<file path="config.mk">
export PLATFORM = sky130hd
export DESIGN_NAME = barcode_tx
export DESIGN_NICKNAME = d
export VERILOG_FILES = /design/src/rtl/barcode_tx.sv
export SDC_FILE = /design/constraint.sdc
export NUM_CORES = 1
export LEC_CHECK = 0
export BUFFER_PORTS_ARGS = -buffer_cell sky130_fd_sc_hd__buf_2
export CELL_PAD_IN_SITES_DETAIL_PLACEMENT = 0
export CELL_PAD_IN_SITES_GLOBAL_PLACEMENT = 1
export CORE_MARGIN = 5
export CORE_UTILIZATION = 42
export DETAILED_ROUTE_END_ITERATION = 16
export PLACE_DENSITY_LB_ADDON = 0.05
export SLEW_MARGIN = 15
export SYNTH_ARGS = -nofsm -noshare
export SYNTH_HDL_FRONTEND = slang
export SYNTH_SLANG_ARGS = --single-unit
</file>
<file path="constraint.sdc">
create_clock -name clk -period 3.35 [get_ports clk]
set_input_delay 0.1675 -clock clk [delete_from_list [all_inputs] [get_ports clk]]
set_output_delay 0.1675 -clock clk [all_outputs]
set_load 0.1 [all_outputs]
</file>
<file path="src/rtl/barcode_tx.sv">
// Barcode stripe generator: serializes an 8-bit ID, MSB first, as active-low
// pulse-width cells on BC (start bit 2P/2P, '1' = P/3P, '0' = 3P/P).
module barcode_tx #(
  parameter int CNT_W = 22
) (
  input  logic             clk,
  input  logic             rst_n,
  input  logic             send,
  input  logic [7:0]       tx_id,
  input  logic [CNT_W-1:0] period,
  output logic             BC,
  output logic             busy,
  output logic             done
);

  localparam int CW = CNT_W + 2;

  typedef enum logic [2:0] {
    IDLE     = 3'd0,
    START_LO = 3'd1,
    START_HI = 3'd2,
    BIT_LO   = 3'd3,
    BIT_HI   = 3'd4
  } state_t;

  state_t           state;
  state_t           state_next;
  logic [CNT_W-1:0] p_reg;
  logic [CW-1:0]    cnt;
  logic [CW-1:0]    p1;
  logic [CW-1:0]    p2;
  logic [CW-1:0]    p3;
  logic [CW-1:0]    target;
  logic [7:0]       shreg;
  logic [3:0]       bit_cnt;
  logic             phase_end;

  // Two extra counter bits keep 3P exact for the largest period.
  always_comb begin
    p1 = {2'b00, p_reg};
    p2 = p1 << 1;
    p3 = p2 + p1;
  end

  always_comb begin
    target = p1;
    case (state)
      START_LO, START_HI: target = p2;
      BIT_LO:             target = shreg[7] ? p1 : p3;
      BIT_HI:             target = shreg[7] ? p3 : p1;
      default:            target = p1;
    endcase
  end

  always_comb begin
    state_next = state;
    phase_end  = (state != IDLE) && (cnt == target);
    busy       = (state != IDLE);
    done       = (state == BIT_HI) && phase_end && (bit_cnt == 4'd7);
    case (state)
      IDLE:     if (send) state_next = START_LO;
      START_LO: if (phase_end) state_next = START_HI;
      START_HI: if (phase_end) state_next = BIT_LO;
      BIT_LO:   if (phase_end) state_next = BIT_HI;
      BIT_HI:   if (phase_end) state_next = (bit_cnt == 4'd7) ? IDLE : BIT_LO;
      default:  state_next = IDLE;
    endcase
  end

  always_ff @(posedge clk) begin
    if (!rst_n) begin
      state   <= IDLE;
      BC      <= 1'b1;
      cnt     <= '0;
      shreg   <= '0;
      bit_cnt <= '0;
      p_reg   <= '0;
    end else begin
      state <= state_next;
      // BC follows the state being entered so it lines up with that state.
      BC    <= !((state_next == START_LO) || (state_next == BIT_LO));

      if (state_next == IDLE)
        cnt <= '0;
      else if (state_next != state)
        cnt <= CW'(1);
      else
        cnt <= cnt + CW'(1);

      if ((state == IDLE) && send) begin
        shreg   <= tx_id;
        p_reg   <= (period == '0) ? CNT_W'(1) : period;
        bit_cnt <= '0;
      end else if ((state == BIT_HI) && phase_end) begin
        shreg   <= {shreg[6:0], 1'b0};
        bit_cnt <= bit_cnt + 4'd1;
      end
    end
  end

endmodule
</file>
==> results of run 1 <==
[kinds of logic after synthesis]
kind of cell / count (synthesis) / share of synthesized area
AO/OA/AOI/OAI: 206 / 0.287
XOR/XNOR: 47 / 0.0806
adder cells (fa/ha/maj): 25 / 0.0616
buffers and inverters: 57 / 0.0508
flip-flops: 62 / 0.239
multiplexers: 7 / 0.0140
AND/OR/NAND/NOR: 273 / 0.267
[synthesized netlist by cell type (all sizes together), types with 14 or more instances]
| master | instances | area, µm² |
|---|---|---|
| nand4 | 15 | 115 |
| nor4 | 14 | 87.6 |
| a21oi | 48 | 244 |
| xnor2 | 26 | 235 |
| ha | 24 | 300 |
| inv | 15 | 56.3 |
| xor2 | 21 | 184 |
| o21ai | 29 | 153 |
| nand2 | 56 | 210 |
| nor3 | 29 | 155 |
| a22o | 15 | 131 |
| dfxtp | 62 | 1240 |
| buf | 18 | 118 |
| nor2 | 79 | 297 |
| clkbuf | 24 | 90.1 |
| nand3 | 22 | 110 |
| and3 | 15 | 93.8 |
[layer usage]
| metal | part of all wire | vias up |
|---|---|---|
| met3 | 0.057 | 38 |
| li1 | - | 2889 |
| met5 | 0 | - |
| met1 | 0.45 | 2929 |
| met4 | 0.029 | 0 |
| met2 | 0.47 | 195 |
[final timing paths]
| path | depth (start not counted) | startpoint | to | slack [ns] |
|---|---|---|---|---|
| worst min register to register | 2 | bit_cnt[3] | bit_cnt[3] | 0.48 |
| worst max register to register | 15 | p_reg[3] | shreg[5] | -0.12 |
| worst max-delay path | 14 | p_reg[3] | done | -0.26 |
| worst min-delay path | 2 | period[10] | p_reg[10] | 0.06 |
[metrics by stage]
stage / utilization / hold slack (ns) / instance area, µm² / TNS [ns]
3_3_place_gp: 0.548 / 0.393 / 6600 / -5.99
5_1_grt: 0.627 / 0.0629 / 7560 / -5.43
3_5_place_dp: 0.548 / 0.401 / 6600 / -8.75
6_report: 0.627 / 0.0611 / 7560 / -2.31
2_1_floorplan: - / 0.276 / 5260 / 0
4_1_cts: 0.612 / 0.0491 / 7380 / -2.88
[power breakdown]
| group | internal, mW | switching [mW] |
|---|---|---|
| Sequential | 0.783 | 0.0699 |
| Clock | 0.619 | 0.344 |
| Combinational | 0.588 | 0.669 |
| Total | 1.99 | 1.08 |
[repair_timing]
item	4_1_cts	5_1_grt
cloned	1	0
endpoints found under the setup margin	41	41
pin swaps	30	17
setup buffers	13	5
resized for setup	79	47
[cell type report]
type | instances | area, µm²
fill | 1072 | 4500
multi-input combinational | 559 | 4250
timing repair buffer | 197 | 1470
sequential | 62 | 1270
clock buffer | 12 | 256
tap | 168 | 210
inverter | 15 | 56.3
clock inverter | 4 | 53.8
[worst register-to-register path, delay by kind of cell (launching register included)]
kind                       cells  cell delay [ns]
buffers and inverters          4             0.83
adders and majority gates      1             0.25
and+or+nand+nor                3             0.63
AOI/OAI and AO/OA              7             1.34
DFF                            1             0.37
==> impl_metrics.json, run 1 <==
{
  "run_status": "finished with violations",
  "violated_checks": "negative setup slack",
  "antenna-diode-count": 0,
  "timing.max_slew.rel_slack": 0.329,
  "first_global_vias": 5910,
  "number_of_distinct_standard_cells_referenced_by_the_synthesized_netlist": 80,
  "slowest_stage": "sky130_fd_sc_hd__a2111oi_4",
  "netlist_area_um2": 5200,
  "final_net_count": 902,
  "timing.hold.worst.class": "in -> reg",
  "met3_usage": 0.0485,
  "timing_worst_slew_pin_value_ns": 1.00,
  "nets_in_the_synthesized_netlist": 735,
  "post_layout_minimum_cycle_time_ns": 3.61,
  "clock_skew_ns": 0.0112,
  "drv.max_cap_violation_count": 0,
  "avgSynthCellArea_um2": 7.68,
  "routed_wire_length_per_instance_um": 19.2,
  "grt_most_used_layer": "met2",
  "final.setup.worst_slack_ns": -0.255,
  "postSynthCellCount": 677,
  "syn_to_final_growth_pct": 45.5,
  "core_region_area_um2": 12100,
  "async_reset_ff_frac": 0,
  "path_class": "reg -> out",
  "edff_count_synth": 0,
  "clk_path_buf_depth": 2,
  "drtPass1Iterations": 5,
  "clk_transition_reported_paths_ns": 0.05,
  "design.portCount": 36,
  "dpl.cell_count": 988,
  "vdd_ir_drop_max_mv": 0.290,
  "use_met2": 0.444,
  "power_mw": 3.07,
  "crit_chain": "ha_4, o211ai_1, buf_4, a21oi_2, o211ai_1, buf_4, a31o_4, a21oi_4, and4_4, a2111oi_4, and3_4, nand3_4, nor2b_4, buf_12",
  "die_h_um": 121,
  "gp_congestion": 0.929,
  "cp.required_ns": 3.18,
  "htreeDepth": 3,
  "clk_root_buffer_cell": "sky130_fd_sc_hd__clkbuf_16",
  "fmax_ghz": 0.277,
  "clock_insertion_delay_worst_skew_ns": 0.34,
  "post_route_cells_drive_above_1_share": 0.384,
  "wire_length_of_the_first_global_routing_pass_um": 30900,
  "routed_via_density": 5.95,
  "tritoncts": "yes",
  "start_util": 0.431,
  "dr_total_vias": 6051,
  "commonest_cells_after_routing_fill_and_taps_aside": "sky130_fd_sc_hd__buf_4, sky130_fd_sc_hd__nor2_1, sky130_fd_sc_hd__nand2_1",
  "ctsHoldBuffers": 0,
  "power.leakage_nw": 3.06,
  "synth_ff_type": "sky130_fd_sc_hd__dfxtp_1",
  "timing.critical_path.max_delay_family": "compound AO/OA/AOI/OAI gates",
  "worst_setup_path_end_kind": "output pin",
  "synth.ff_latch_count": 62,
  "crit_arrival_ns": 3.44,
  "grt_max_degree": 24,
  "antenna_left": 0,
  "setup_violations": 37,
  "io_buffer_count": 35,
  "cpPeakStageDelay_ns": 0.41,
  "remaining_drc_errors": 0,
  "seq_area_frac_synth": 0.239,
  "final_hold_viol_count": 0,
  "clock-sinks": 62,
  "groute.layer.met1.usage": 0.352,
  "antenna_violations_before_repair": 0,
  "worstSetupStartpointType": "flop",
  "pre_cts_slack_ns": -0.313,
  "mostFrequentLayoutCell": "sky130_fd_sc_hd__buf_4",
  "total_grt_overflow": 0,
  "min_period_over_period": 1.08,
  "ys_warn_count": 0,
  "timing.critical_path.buf_inv": 3,
  "maxSlewViolCount": 0,
  "fp-row-count": 40,
  "crit_fanout": 4,
  "largest_reg_flops": 24,
  "post-dp-hpwl_um": 14900,
  "grt_setup_unrepaired": "true",
  "grt_util_all_layers": 0.269,
  "die_area_um2": 14700,
  "powerDensity_nw_per_um2": 406,
  "cts_inserted_buffers": 9,
  "routed_wirelength_um": 19600,
  "die_width_um": 121,
  "drt_iter0_markers": 513,
  "fin_cells": 1017
}
Power figures use the tool's default switching activity.
==> inputs of run 2 (changes only) <==
BUFFER_PORTS_ARGS = unset   (was -buffer_cell sky130_fd_sc_hd__buf_2)
CORE_UTILIZATION = 44   (was 42)
DONT_BUFFER_PORTS = 1   (was unset)
==> impl_metrics.json, run 2 (synthesis gave the netlist of run 1 again) <==
{
  "run_status": "finished with violations",
  "violated_checks": "negative setup slack",
  "start_util": 0.451,
  "total_grt_overflow": 0,
  "largest_reg_flops": 24,
  "netSwitchingFraction": 0.345,
  "final_hold_viol_count": 0,
  "clock_skew_ns": 0.00692,
  "crit_fanout": 4,
  "core_region_area_um2": 11500,
  "path_class": "reg -> out",
  "grt_util_all_layers": 0.270,
  "cpPeakStageDelay_ns": 0.39,
  "final_net_count": 881,
  "combinationalPowerShare": 0.399,
  "clock_power_share": 0.327,
  "whs_ns": 0.0238,
  "crit_chain": "ha_4, inv_2, fa_2, nand2b_4, a21oi_4, o211ai_1, buf_4, a31o_4, mux2i_2, o311a_1, and4_4, and4_4, nand3_4, nor2b_4, buf_12",
  "routed_wire_length_per_instance_um": 20.3,
  "drtPass1Iterations": 5,
  "setup_violations": 40,
  "fin_cells": 971,
  "first_global_vias": 5786,
  "worst_setup_path_end_kind": "output pin",
  "antenna_left": 0,
  "power.leakage_nw": 2.99,
  "io_buffer_count": 0,
  "power.net_switching_mw": 1.09,
  "postPlaceCellArea_um2": 6290,
  "slowest_stage": "sky130_fd_sc_hd__dfxtp_4",
  "p_seq_frac": 0.273,
  "mostFrequentLayoutCell": "sky130_fd_sc_hd__buf_4",
  "drt_iter0_markers": 529,
  "htreeDepth": 3,
  "die_width_um": 119,
  "p_int_mw": 2.06,
  "post-route-cell-area_um2": 7720,
  "routed_wirelength_um": 19700,
  "clk_root_buffer_cell": "sky130_fd_sc_hd__clkbuf_16",
  "worst_reg_to_reg_cells": 14,
  "final.setup.worst_slack_ns": -0.261,
  "whs_path_depth": 1,
  "antenna-diode-count": 0,
  "fp-row-count": 39,
  "syn_to_final_growth_pct": 48.5,
  "clock-sinks": 62,
  "reg2reg_setup_slack_ns": -0.18,
  "timing.max_slew.rel_slack": 0.257,
  "drv.max_cap_violation_count": 0,
  "grt_setup_unrepaired": "true",
  "post_route_cells_drive_above_1_share": 0.359,
  "fmax_ghz": 0.277,
  "timing.hold.worst.class": "in -> reg",
  "post_layout_minimum_cycle_time_ns": 3.61,
  "maxSlewViolCount": 0,
  "path_common_cell": "sky130_fd_sc_hd__and4_4",
  "grt_max_degree": 24,
  "worstSetupStartpointType": "flop",
  "gp_congestion": 0.890,
  "cts_inserted_buffers": 9,
  "cp.required_ns": 3.18,
  "routed_via_density": 6.21,
  "crit_arrival_ns": 3.44,
  "vdd_ir_drop_max_mv": 0.340,
  "min_period_over_period": 1.08,
  "die_area_um2": 14100,
  "clk_path_buf_depth": 2,
  "tritoncts": "yes",
  "clock_insertion_delay_worst_skew_ns": 0.34,
  "powerDensity_nw_per_um2": 408,
  "antenna_violations_before_repair": 0,
  "dpl.cell_count": 912,
  "remaining_drc_errors": 0,
  "clk_transition_reported_paths_ns": 0.05,
  "commonest_cells_after_routing_fill_and_taps_aside": "sky130_fd_sc_hd__buf_4, sky130_fd_sc_hd__nor2_1, sky130_fd_sc_hd__nand2_1",
  "die_h_um": 119,
  "wire_length_of_the_first_global_routing_pass_um": 30500,
  "timing_worst_slew_pin_value_ns": 1.11,
  "design.portCount": 36,
  "post-dp-hpwl_um": 14500,
  "dr_total_vias": 6028
}
==> run 2: changes by cell type in the layout (fill, tap and decap cells not counted), sizes merged <==
cell         change
clkinv           +2
clkbuf           +1
inv              -1
clkinvlp         -1
dlygate4sd3     +23
buf             -46
bufinv           +1
==> run 2: final cells by class <==
class | instances | area, µm²
Clock buffer | 11 | 253
Inverter | 15 | 56.3
Tap cell | 143 | 179
Fill cell | 925 | 3800
Multi-Input combinational cell | 559 | 4390
Sequential cell | 62 | 1270
Timing Repair Buffer | 176 | 1490
Clock inverter | 5 | 81.3
==> run 2: per-layer routing <==
| metal | part of all wire | routed length (µm) | global-route usage |
|---|---|---|---|
| met3 | 0.070 | 1380 | 0.0482 |
| met5 | 0 | 0 | 0 |
| met2 | 0.49 | 9620 | 0.466 |
| met4 | 0.014 | 281 | 0.0681 |
| met1 | 0.43 | 8460 | 0.348 |
==> run 2: path summary, 6_finish.rpt <==
path / startpoint / to
worst max-delay path: p_reg[1] / done
worst min-delay path: period[0] / p_reg[0]
worst max register to register: p_reg[3] / bit_cnt[0]
worst min register to register: bit_cnt[3] / bit_cnt[3]
==> run 2: power groups by stage <==
stage / Clock (mW) / Combinational (mW) / Sequential (mW)
finish: 1.03 / 1.26 / 0.860
global route: 1.08 / 1.34 / 0.863
CTS: 1.04 / 1.10 / 0.850
detailed placement: 0 / 1.01 / 0.861
global placement: 0 / 0.999 / 0.860
floorplan: 0 / 0.602 / 0.844
==> run 2: worst max-delay path, delay by kind of cell (launching register included) <==
family / cells / cell delay, ns
buffers and inverters: 3 / 0.41
flip-flops: 1 / 0.39
AO/OA/AOI/OAI: 4 / 0.75
AND/OR/NAND/NOR: 5 / 0.88
multiplexers: 1 / 0.19
adder cells (fa/ha/maj): 2 / 0.50
==> run 2: repair_timing <==
action / CTS / global route
pin swaps: 16 / 54
setup endpoints to repair: 41 / 41
gates resized for setup: 46 / 111
cloned: 1 / 3
setup buffers: 9 / 8
endpoints found under the hold margin: 27 / 0
hold buffers: 23 / 0
==> run 2: metrics by stage <==
step                      setup WS [ns]  total power [mW]  setup TNS, ns   util
final                            -0.261              3.15          -5.20  0.670
after global routing             -0.339              3.28          -8.60  0.670
after CTS                        -0.320              2.98          -1.14  0.621
after detailed placement         -0.171              1.87          -4.66  0.546
after global placement          -0.0953              1.86          -1.15  0.546
after floorplan                 0.00367              1.45              0      -
==> inputs of run 3 (changes only) <==
REMOVE_ABC_BUFFERS = 1   (was unset)
==> impl_metrics.json, run 3 (synthesis gave the netlist of run 1 again) <==
{
  "first_global_vias": 5905,
  "maxSlewViolCount": 0,
  "cts_inserted_buffers": 9,
  "antenna_left": 0,
  "grt_util_all_layers": 0.284,
  "clock-sinks": 62,
  "total_grt_overflow": 0,
  "worst_setup_path_end_kind": "output pin",
  "whs_ns": 0.00611,
  "vdd_ir_drop_max_mv": 0.400,
  "combinationalPowerShare": 0.406,
  "timing.hold.worst.class": "in -> reg",
  "grt_setup_unrepaired": "true",
  "setup_violations": 38,
  "clk_root_buffer_cell": "sky130_fd_sc_hd__clkbuf_16",
  "crit_fanout": 4,
  "routed_wirelength_um": 20600,
  "die_width_um": 119,
  "clock_insertion_delay_worst_skew_ns": 0.34,
  "design.portCount": 36,
  "tritoncts": "yes",
  "io_buffer_count": 0,
  "p_seq_frac": 0.265,
  "start_util": 0.451,
  "final_hold_viol_count": 0,
  "remaining_drc_errors": 0,
  "fin_cells": 993,
  "mostFrequentLayoutCell": "sky130_fd_sc_hd__buf_4",
  "violated_checks": "negative setup slack",
  "clk_transition_reported_paths_ns": 0.05,
  "htreeDepth": 3,
  "netSwitchingFraction": 0.341,
  "drtPass1Iterations": 6,
  "worstSetupStartpointType": "flop",
  "path_class": "reg -> out",
  "drv.max_cap_violation_count": 0,
  "cp.required_ns": 3.18,
  "power.net_switching_mw": 1.10,
  "die_area_um2": 14100,
  "post_layout_minimum_cycle_time_ns": 3.62,
  "clock_skew_ns": 0.0127,
  "crit_arrival_ns": 3.46,
  "n_fill_cell": 936,
  "fmax_ghz": 0.276,
  "cpPeakStageDelay_ns": 0.55,
  "powerDensity_nw_per_um2": 406,
  "drt_iter0_markers": 389,
  "min_period_over_period": 1.08,
  "timing.max_slew.rel_slack": 0.353,
  "power.leakage_nw": 3.12,
  "register_area_um2": 1260,
  "routed_wire_length_per_instance_um": 20.8,
  "run_status": "finished with violations",
  "wire_length_of_the_first_global_routing_pass_um": 32000,
  "grt_max_degree": 19,
  "final_net_count": 903,
  "dpl.cell_count": 931,
  "syn_to_final_growth_pct": 52.9,
  "post-dp-hpwl_um": 14800,
  "slowest_stage": "sky130_fd_sc_hd__fa_2",
  "gp_congestion": 0.980,
  "die_h_um": 119,
  "p_int_mw": 2.13,
  "final.setup.worst_slack_ns": -0.273,
  "timing.critical_path.buf_inv": 3,
  "clock_power_share": 0.329,
  "antenna_violations_before_repair": 0,
  "core_region_area_um2": 11500,
  "clk_path_buf_depth": 2,
  "antenna-diode-count": 0,
  "largest_reg_flops": 24,
  "multi_input_gate_area_in_the_final_layout_um2": 4420,
  "timing.critical_path.max_delay_family": "simple AND/OR/NAND/NOR gates",
  "routed_via_density": 6.17,
  "timing_worst_slew_pin_value_ns": 0.968,
  "commonest_cells_after_routing_fill_and_taps_aside": "sky130_fd_sc_hd__buf_4, sky130_fd_sc_hd__nor2_1, sky130_fd_sc_hd__nand2_1",
  "crit_chain": "ha_4, inv_2, fa_2, o22ai_2, a221oi_2, xor2_1, nand4_1, nor4_2, buf_4, and4_1, and4_4, nand3_4, nor2b_4, buf_12",
  "post_route_cells_drive_above_1_share": 0.374,
  "dr_total_vias": 6123,
  "fp-row-count": 39
}
run 3: final timing paths:
path                                 start         end  slack, ns  cells after the start
worst max-delay path              p_reg[1]        done      -0.27                     14
worst max register to register    p_reg[2]  bit_cnt[3]      -0.21                     18
worst min-delay path                 rst_n    shreg[7]      0.006                      2
worst min register to register  bit_cnt[3]  bit_cnt[3]       0.47                      2
run 3: cell type report:
type / count / share of cell area
Multi-Input combinational cell: 558 / 0.556
Timing Repair Buffer: 199 / 0.214
Clock buffer: 13 / 0.0340
Clock inverter: 3 / 0.00819
Inverter: 15 / 0.00709
Tap cell: 143 / 0.0225
Sequential cell: 62 / 0.159
run 3: worst reg2reg max path, cell delays in order (launching register included):
cell and delay, ns:
sky130_fd_sc_hd__dfxtp_4 0.34, sky130_fd_sc_hd__buf_4 0.14, sky130_fd_sc_hd__ha_4 0.22, sky130_fd_sc_hd__a211oi_4 0.25
sky130_fd_sc_hd__o21bai_2 0.15, sky130_fd_sc_hd__buf_4 0.16, sky130_fd_sc_hd__o21a_1 0.20, sky130_fd_sc_hd__a31o_2 0.23
sky130_fd_sc_hd__a21oi_2 0.18, sky130_fd_sc_hd__xnor2_1 0.10, sky130_fd_sc_hd__nor4_2 0.28, sky130_fd_sc_hd__buf_4 0.17
sky130_fd_sc_hd__buf_6 0.08, sky130_fd_sc_hd__buf_6 0.09, sky130_fd_sc_hd__nand4_4 0.19, sky130_fd_sc_hd__buf_6 0.21
sky130_fd_sc_hd__buf_12 0.14, sky130_fd_sc_hd__nor3_4 0.16, sky130_fd_sc_hd__mux2i_1 0.19
run 3: power groups by stage:
| stage | clock, mW | sequential [mW] | combinational [mW] |
|---|---|---|---|
| detailed placement | 0 | 0.853 | 1.04 |
| floorplan | 0 | 0.851 | 0.555 |
| global placement | 0 | 0.853 | 1.03 |
| finish | 1.06 | 0.855 | 1.31 |
| global route | 1.11 | 0.859 | 1.40 |
| CTS | 1.07 | 0.852 | 1.23 |
run 3: routing by layer:
metal  part of all wire  track usage
met3              0.045       0.0420
met5                  0            0
met1               0.43        0.362
met2               0.50        0.484
met4              0.029        0.109
run 3: timing repair:
action                                 4_1_cts  5_1_grt
resized for setup                          120       63
setup endpoints to repair                   41       41
hold buffers                                22        0
endpoints found under the hold margin       27        0
pin swaps                                   63       38
buffers inserted                            20       11
gates cloned                                 2        1
run 3: metrics by stage:
step	worst slack (ns)	utilization	total power, mW	area (µm²)	TNS (ns)
after floorplan	-1.58	-	1.41	4990	-22.53
after global placement	-0.268	0.553	1.88	6370	-8.24
after detailed placement	-0.342	0.553	1.89	6370	-10.50
after CTS	-0.241	0.665	3.15	7660	-3.98
after global routing	-0.493	0.690	3.37	7950	-12.58
final	-0.273	0.690	3.23	7950	-5.56
